$ cat src/rtl/dial_pkg.sv
// Shared constants and the S1->S2 command record for the dial coprocessor.
package dial_pkg;

  localparam logic DIR_R = 1'b0;
  localparam logic DIR_L = 1'b1;

  localparam int CTL_PASS = 0;
  localparam int CTL_CLR  = 1;
  localparam int CTL_W    = 2;

  // Widest distance field the pipeline record can carry; q and r always fit.
  localparam int CMD_W = 16;

  typedef struct packed {
    logic             valid;
    logic             dir;
    logic [CMD_W-1:0] q;
    logic [CMD_W-1:0] r;
    logic [CTL_W-1:0] ctl;
  } dial_cmd_t;

endpackage

$ cat src/rtl/dial_step.sv
// One dial move: from position, direction, full-turn count q and remainder r,
// produce the new position, the number of clicks landing on 0, and the end-at-0 flag.
module dial_step
  import dial_pkg::*;
#(
  parameter int DIAL_SIZE = 100,
  parameter int POS_W     = 7,
  parameter int Q_W       = CMD_W
) (
  input  logic [POS_W-1:0] pos_i,
  input  logic             dir_i,
  input  logic [Q_W-1:0]   q_i,
  input  logic [Q_W-1:0]   r_i,
  output logic [POS_W-1:0] newpos_o,
  output logic [Q_W:0]     hits_o,
  output logic             at_zero_o
);

  localparam int W = Q_W + 1;
  localparam logic [W-1:0] SIZE = W'(DIAL_SIZE);

  logic [W-1:0] p;
  logic [W-1:0] r;
  logic [W-1:0] sum;
  logic [W-1:0] np;
  logic         carry;

  assign p = W'(pos_i);
  assign r = W'(r_i);

  always_comb begin
    sum   = p + r;
    np    = '0;
    carry = 1'b0;
    if (dir_i == DIR_R) begin
      if (sum >= SIZE) begin
        np    = sum - SIZE;
        carry = 1'b1;
      end else begin
        np = sum;
      end
    end else if (p == '0) begin
      // Leaving 0 to the left does not count the starting position as a click.
      np = (r == '0) ? '0 : SIZE - r;
    end else begin
      np    = (r <= p) ? p - r : p + SIZE - r;
      carry = (r >= p);
    end
  end

  assign newpos_o  = np[POS_W-1:0];
  assign hits_o    = {1'b0, q_i} + W'(carry);
  assign at_zero_o = (np == '0);

endmodule

$ cat src/rtl/dial_coprocessor.sv
// Three-stage dial tracking coprocessor: S1 splits distance, S2 updates pos/counters, S3 registers dout.
// Optional build macro COPRO_PASSTHRU_EN: control[0] commands echo din instead of rotating.
module dial_coprocessor
  import dial_pkg::*;
#(
  parameter int WIDTH_DIN  = 128,
  parameter int WIDTH_DOUT = 128,
  parameter int DIAL_SIZE  = 100,
  parameter int DIAL_START = 50,
  parameter int DIST_W     = 16
) (
  input  logic                  clk,
  input  logic                  rst,
  input  logic [WIDTH_DIN-1:0]  din,
  input  logic                  din_valid,
  input  logic [5:0]            control,
  output logic [WIDTH_DOUT-1:0] dout,
  output logic                  dout_valid
);

  localparam int POS_W = $clog2(DIAL_SIZE);
  localparam int CNT_W = WIDTH_DOUT / 2;
  localparam logic [DIST_W-1:0] SIZE_D = DIST_W'(DIAL_SIZE);
  localparam logic [POS_W-1:0]  START  = POS_W'(DIAL_START);

  logic [DIST_W-1:0] dist_c;
  logic [DIST_W-1:0] q_c;
  logic [DIST_W-1:0] r_c;
  dial_cmd_t         s1_q;

  assign dist_c = din[DIST_W-1:0];
  assign q_c    = dist_c / SIZE_D;
  assign r_c    = dist_c % SIZE_D;

  // S1: control is captured every cycle so a soft clear works without a command.
  always_ff @(posedge clk) begin
    if (rst) begin
      s1_q <= '0;
    end else begin
      s1_q.valid <= din_valid;
      s1_q.dir   <= din[DIST_W];
      s1_q.q     <= CMD_W'(q_c);
      s1_q.r     <= CMD_W'(r_c);
      s1_q.ctl   <= control[CTL_W-1:0];
    end
  end

  logic [POS_W-1:0] pos_q;
  logic [POS_W-1:0] newpos_c;
  logic [CMD_W:0]   hits_c;
  logic             at_zero_c;
  logic [CNT_W-1:0] cnt_end_q;
  logic [CNT_W-1:0] cnt_click_q;
  logic             s2_valid_q;
  logic             pass_c;
  logic             clr_c;

  assign clr_c = s1_q.ctl[CTL_CLR];

  dial_step #(
    .DIAL_SIZE (DIAL_SIZE),
    .POS_W     (POS_W),
    .Q_W       (CMD_W)
  ) u_step (
    .pos_i     (pos_q),
    .dir_i     (s1_q.dir),
    .q_i       (s1_q.q),
    .r_i       (s1_q.r),
    .newpos_o  (newpos_c),
    .hits_o    (hits_c),
    .at_zero_o (at_zero_c)
  );

  // S2: a soft clear drops the command it travels with.
  always_ff @(posedge clk) begin
    if (rst || clr_c) begin
      pos_q       <= START;
      cnt_end_q   <= '0;
      cnt_click_q <= '0;
      s2_valid_q  <= 1'b0;
    end else begin
      s2_valid_q <= s1_q.valid;
      if (s1_q.valid && !pass_c) begin
        pos_q       <= newpos_c;
        cnt_click_q <= cnt_click_q + CNT_W'(hits_c);
        cnt_end_q   <= cnt_end_q + CNT_W'(at_zero_c);
      end
    end
  end

  logic [WIDTH_DOUT-1:0] s3_word_c;
  logic                  unused_bits;

`ifdef COPRO_PASSTHRU_EN
  logic [WIDTH_DOUT-1:0] s1_data_q;
  logic [WIDTH_DOUT-1:0] s2_data_q;
  logic                  s2_pass_q;

  assign pass_c = s1_q.ctl[CTL_PASS];

  always_ff @(posedge clk) begin
    if (rst) begin
      s1_data_q <= '0;
    end else begin
      s1_data_q <= WIDTH_DOUT'(din);
    end
  end

  always_ff @(posedge clk) begin
    if (rst || clr_c) begin
      s2_data_q <= '0;
      s2_pass_q <= 1'b0;
    end else begin
      s2_pass_q <= s1_q.valid && pass_c;
      if (s1_q.valid) begin
        s2_data_q <= s1_data_q;
      end
    end
  end

  assign s3_word_c   = s2_pass_q ? s2_data_q : {cnt_click_q, cnt_end_q};
  assign unused_bits = ^control[5:CTL_W];
`else
  assign pass_c      = 1'b0;
  assign s3_word_c   = {cnt_click_q, cnt_end_q};
  assign unused_bits = ^{din[WIDTH_DIN-1:DIST_W+1], control[5:CTL_W], s1_q.ctl[CTL_PASS]};
`endif

  logic [WIDTH_DOUT-1:0] dout_q;
  logic                  dout_valid_q;

  // S3: dout only moves when a result is presented, otherwise it holds.
  always_ff @(posedge clk) begin
    if (rst) begin
      dout_q       <= '0;
      dout_valid_q <= 1'b0;
    end else begin
      dout_valid_q <= s2_valid_q;
      if (s2_valid_q) begin
        dout_q <= s3_word_c;
      end
    end
  end

  assign dout       = dout_q;
  assign dout_valid = dout_valid_q;

endmodule

$ cat config.mk
export PLATFORM = sky130hd
export DESIGN_NAME = dial_coprocessor
export DESIGN_NICKNAME = d
export VERILOG_FILES = /design/src/rtl/dial_pkg.sv /design/src/rtl/dial_step.sv /design/src/rtl/dial_coprocessor.sv
export SDC_FILE = /design/constraint.sdc
export NUM_CORES = 1
export LEC_CHECK = 0
export BUFFER_PORTS_ARGS = -buffer_cell sky130_fd_sc_hd__buf_2
export CORE_AREA = 2 2 181 183
export DETAILED_ROUTE_END_ITERATION = 6
export DIE_AREA = 0 0 183 185
export PLACE_DENSITY = 0.69
export RECOVER_POWER = 25
export SLEW_MARGIN = 0
export SYNTH_ARGS = -nofsm -noshare
export SYNTH_HDL_FRONTEND = slang
export SYNTH_SLANG_ARGS = --single-unit
$ cat constraint.sdc
create_clock -name clk -period 15.9 [get_ports clk]
set_clock_uncertainty 0.05 [all_clocks]
set_input_delay 3.18 -clock clk [delete_from_list [all_inputs] [get_ports clk]]
set_output_delay 3.18 -clock clk [all_outputs]
set_load 0.005 [all_outputs]
==> flow_summary.ini <==
[floorplan]
die_area_um2 = 33900
core_um2 = 32000
start_util_pct = 47.0
ios = 266
fp.dieH_um = 185
rows = 66
fp.dieW_um = 183

[cells_and_area]
fin_nets = 2045
stdcell_area_um2 = 17100
final_util_pct = 53.4
seqCellArea_um2 = 5890
stdcell_count = 2299
syn_to_final_growth_pct = 13.5
nFillCells = 2977
multi_input_area_um2 = 8690
drive_gt1_share_pct = 12.3
antenna_cells = 0

[place]
globalplace.congestion = 0.911
preCtsSetupSlack_ps = 5230
io_buffer_count = 149
place_area_um2 = 16000
dp_cells = 2243
place_hpwl_um = 23300

[cts]
htreeDepth = 1
cts-hold-fix-buffers = 0
clock_latency_ps = 560
clkTransAtPathRegs_ps = 60
cts_tree = yes
cts.sinks = 294
ctsResizeCount = 0
clockBufferDepth = 3
cts_buffers = 31
root_buffer = clkbuf_16
cts_setup_buffers = 0

[power_and_ir_drop]
cellPowerDensity_nw_per_um2 = 131
p_leak_nw = 6.71
power_mw = 2.25
ir_drop_mv = 0.0834

[global_route]
grt_max_degree = 91
antenna_found_initial = 0
grt_pass1_vias = 11700
grt_pass1_wl_um = 55800
overflow = 0
grt_use_total_pct = 19.3

[drt]
drt_iter0_drc = 568
wire_per_inst_um = 14.5
firstDrtPassIters = 5
routed_via_density = 5.37
vias = 12400
drt-total-wl_um = 33300
drc = 0
antenna_left = 0

[yosys]
syn_avg_cell_area_um2 = 8.55
ys.flop_type = dfxtp_1
yosysTopAreaCell = dfxtp_1
yosys-top-cells-area = dfxtp_1 (39%), mux2i_1 (9.6%), nor2_1 (8.3%), xor2_1 (5.6%), xnor2_1 (3.3%)
synth.distinct_cells = 89
ys_ff_latch = 294
ys_seq_area_share_pct = 39.0
syn_inst = 1762
synth_top_cell_area_share_pct = 39.0
syn_area_um2 = 15100
synth_warnings = 0
synth_edf_count = 0
async_reset_ff_share_pct = 0
synthTopCellsByCount = nor2_1 (334), dfxtp_1 (294), mux2i_1 (144)
yosysMostFrequentCell = nor2_1

[sta]
whs_ps = 436
slew_headroom_pct = -167
setup_viol = 0
period_share_pct = 64.1
slew_viol_final = 91
finalWorstSetupSlack_ps = 5700
tightest_slew_ps = 4010
grt_setup_unrepaired = no
final-hold-violation-count = 0
fin_setup_tns_ps = 0
timing.final.crit_period_ps = 10200
fmax_ghz = 0.0981

[setup_path]
worstSetupPathType = in -> reg
end_kind = register
worst-path-max-fanout = 21
crit_required_ps = 16290
cp.arrival_ps = 10590
startpoint_type = primary input

[status]
status = finished with violations
violations = capacitance limit, slew limit

[job]
maxCapViolations = 1

[hold_path]
min_path_type = reg -> reg
-- power by group --
part / internal [mW] / switching [mW]
Sequential: 0.757 / 0.0210
Clock: 0.459 / 0.306
Combinational: 0.292 / 0.412
-- worst max-delay path, stage by stage --
cell and delay (ps):
buf_2 300, or4b_4 530, o211a_2 210, a2111oi_0 450, nor3_1 180, and2_1 210
and3_1 170, nor3_1 400, o41a_1 550, mux2_2 470, o41a_1 550, xnor2_1 700
or4b_1 220, a21o_1 130, o211ai_2 150, o21ai_1 340, nand4_1 200, nand4_1 210
nand2_1 170, o21ai_0 290, nor2_1 130, o31a_1 390, or3_1 360, a21oi_1 120
-- registers in the layout, summed over array words and instances (netlist names) --
signal / count
s2_valid_q: 1
clr_c: 1
s1_q: 28
dout_valid: 1
dout: 128
cnt_end_q: 64
pos_q: 7
cnt_click_q: 64
-- cell usage in the layout, fill, tap and decap left out, types with 14 or more instances in the layout --
cell,Yosys,routed
and3_1,40,40
or3_1,27,27
dfxtp_1,294,293
a21o_1,18,18
o21ai_0,53,53
mux2i_1,144,144
nand3_1,55,55
xor2_1,97,97
nor3_1,27,27
clkbuf_1,58,18
inv_1,43,43
nor2b_1,17,17
nor2_1,334,334
a21oi_1,78,78
clkbuf_16,0,31
nand2b_1,14,14
nand2_1,110,110
ha_1,36,36
o21bai_1,17,17
buf_2,11,133
xnor2_1,56,56
nand4_1,26,26
-- per-layer routing --
| metal | GRT usage (%) | vias to the layer above | routed length, um |
|---|---|---|---|
| li1 | - | 6313 | - |
| met1 | 24.1 | 5787 | 15200 |
| met2 | 34.4 | 199 | 15800 |
| met3 | 3.50 | 52 | 1570 |
| met4 | 4.61 | 0 | 756 |
| met5 | 0 | - | 0 |
-- area by class of cell --
class	instances	share of cell area, %
clock inverters	19	1.48
multi-input cells	1342	50.8
repair buffers	154	4.46
clock buffers	37	4.90
well taps	408	2.98
inverters	45	0.987
flip-flops and latches	294	34.4
-- path summary, 6_finish.rpt --
path	startpoint	end	slack [ps]	cells past startpoint
hold / removal	dout[16]	dout[16]	440	2
hold reg to reg	dout[16]	dout[16]	440	2
setup / recovery	din[14]	s1_q[5]	5700	24
setup reg to reg	s1_q[3]	cnt_end_q[62]	7300	39
-- cells by family after synthesis --
logic type,after synthesis,share of synthesized area [%]
simple gates,710,22.0
other cells,1,0.0249
compound gates,273,12.3
mux,150,10.1
flops,294,39.0
buf+inv,134,3.53
fa+ha+maj,45,3.87
xor+xnor,155,9.15
(Power assumes the default switching activity.)
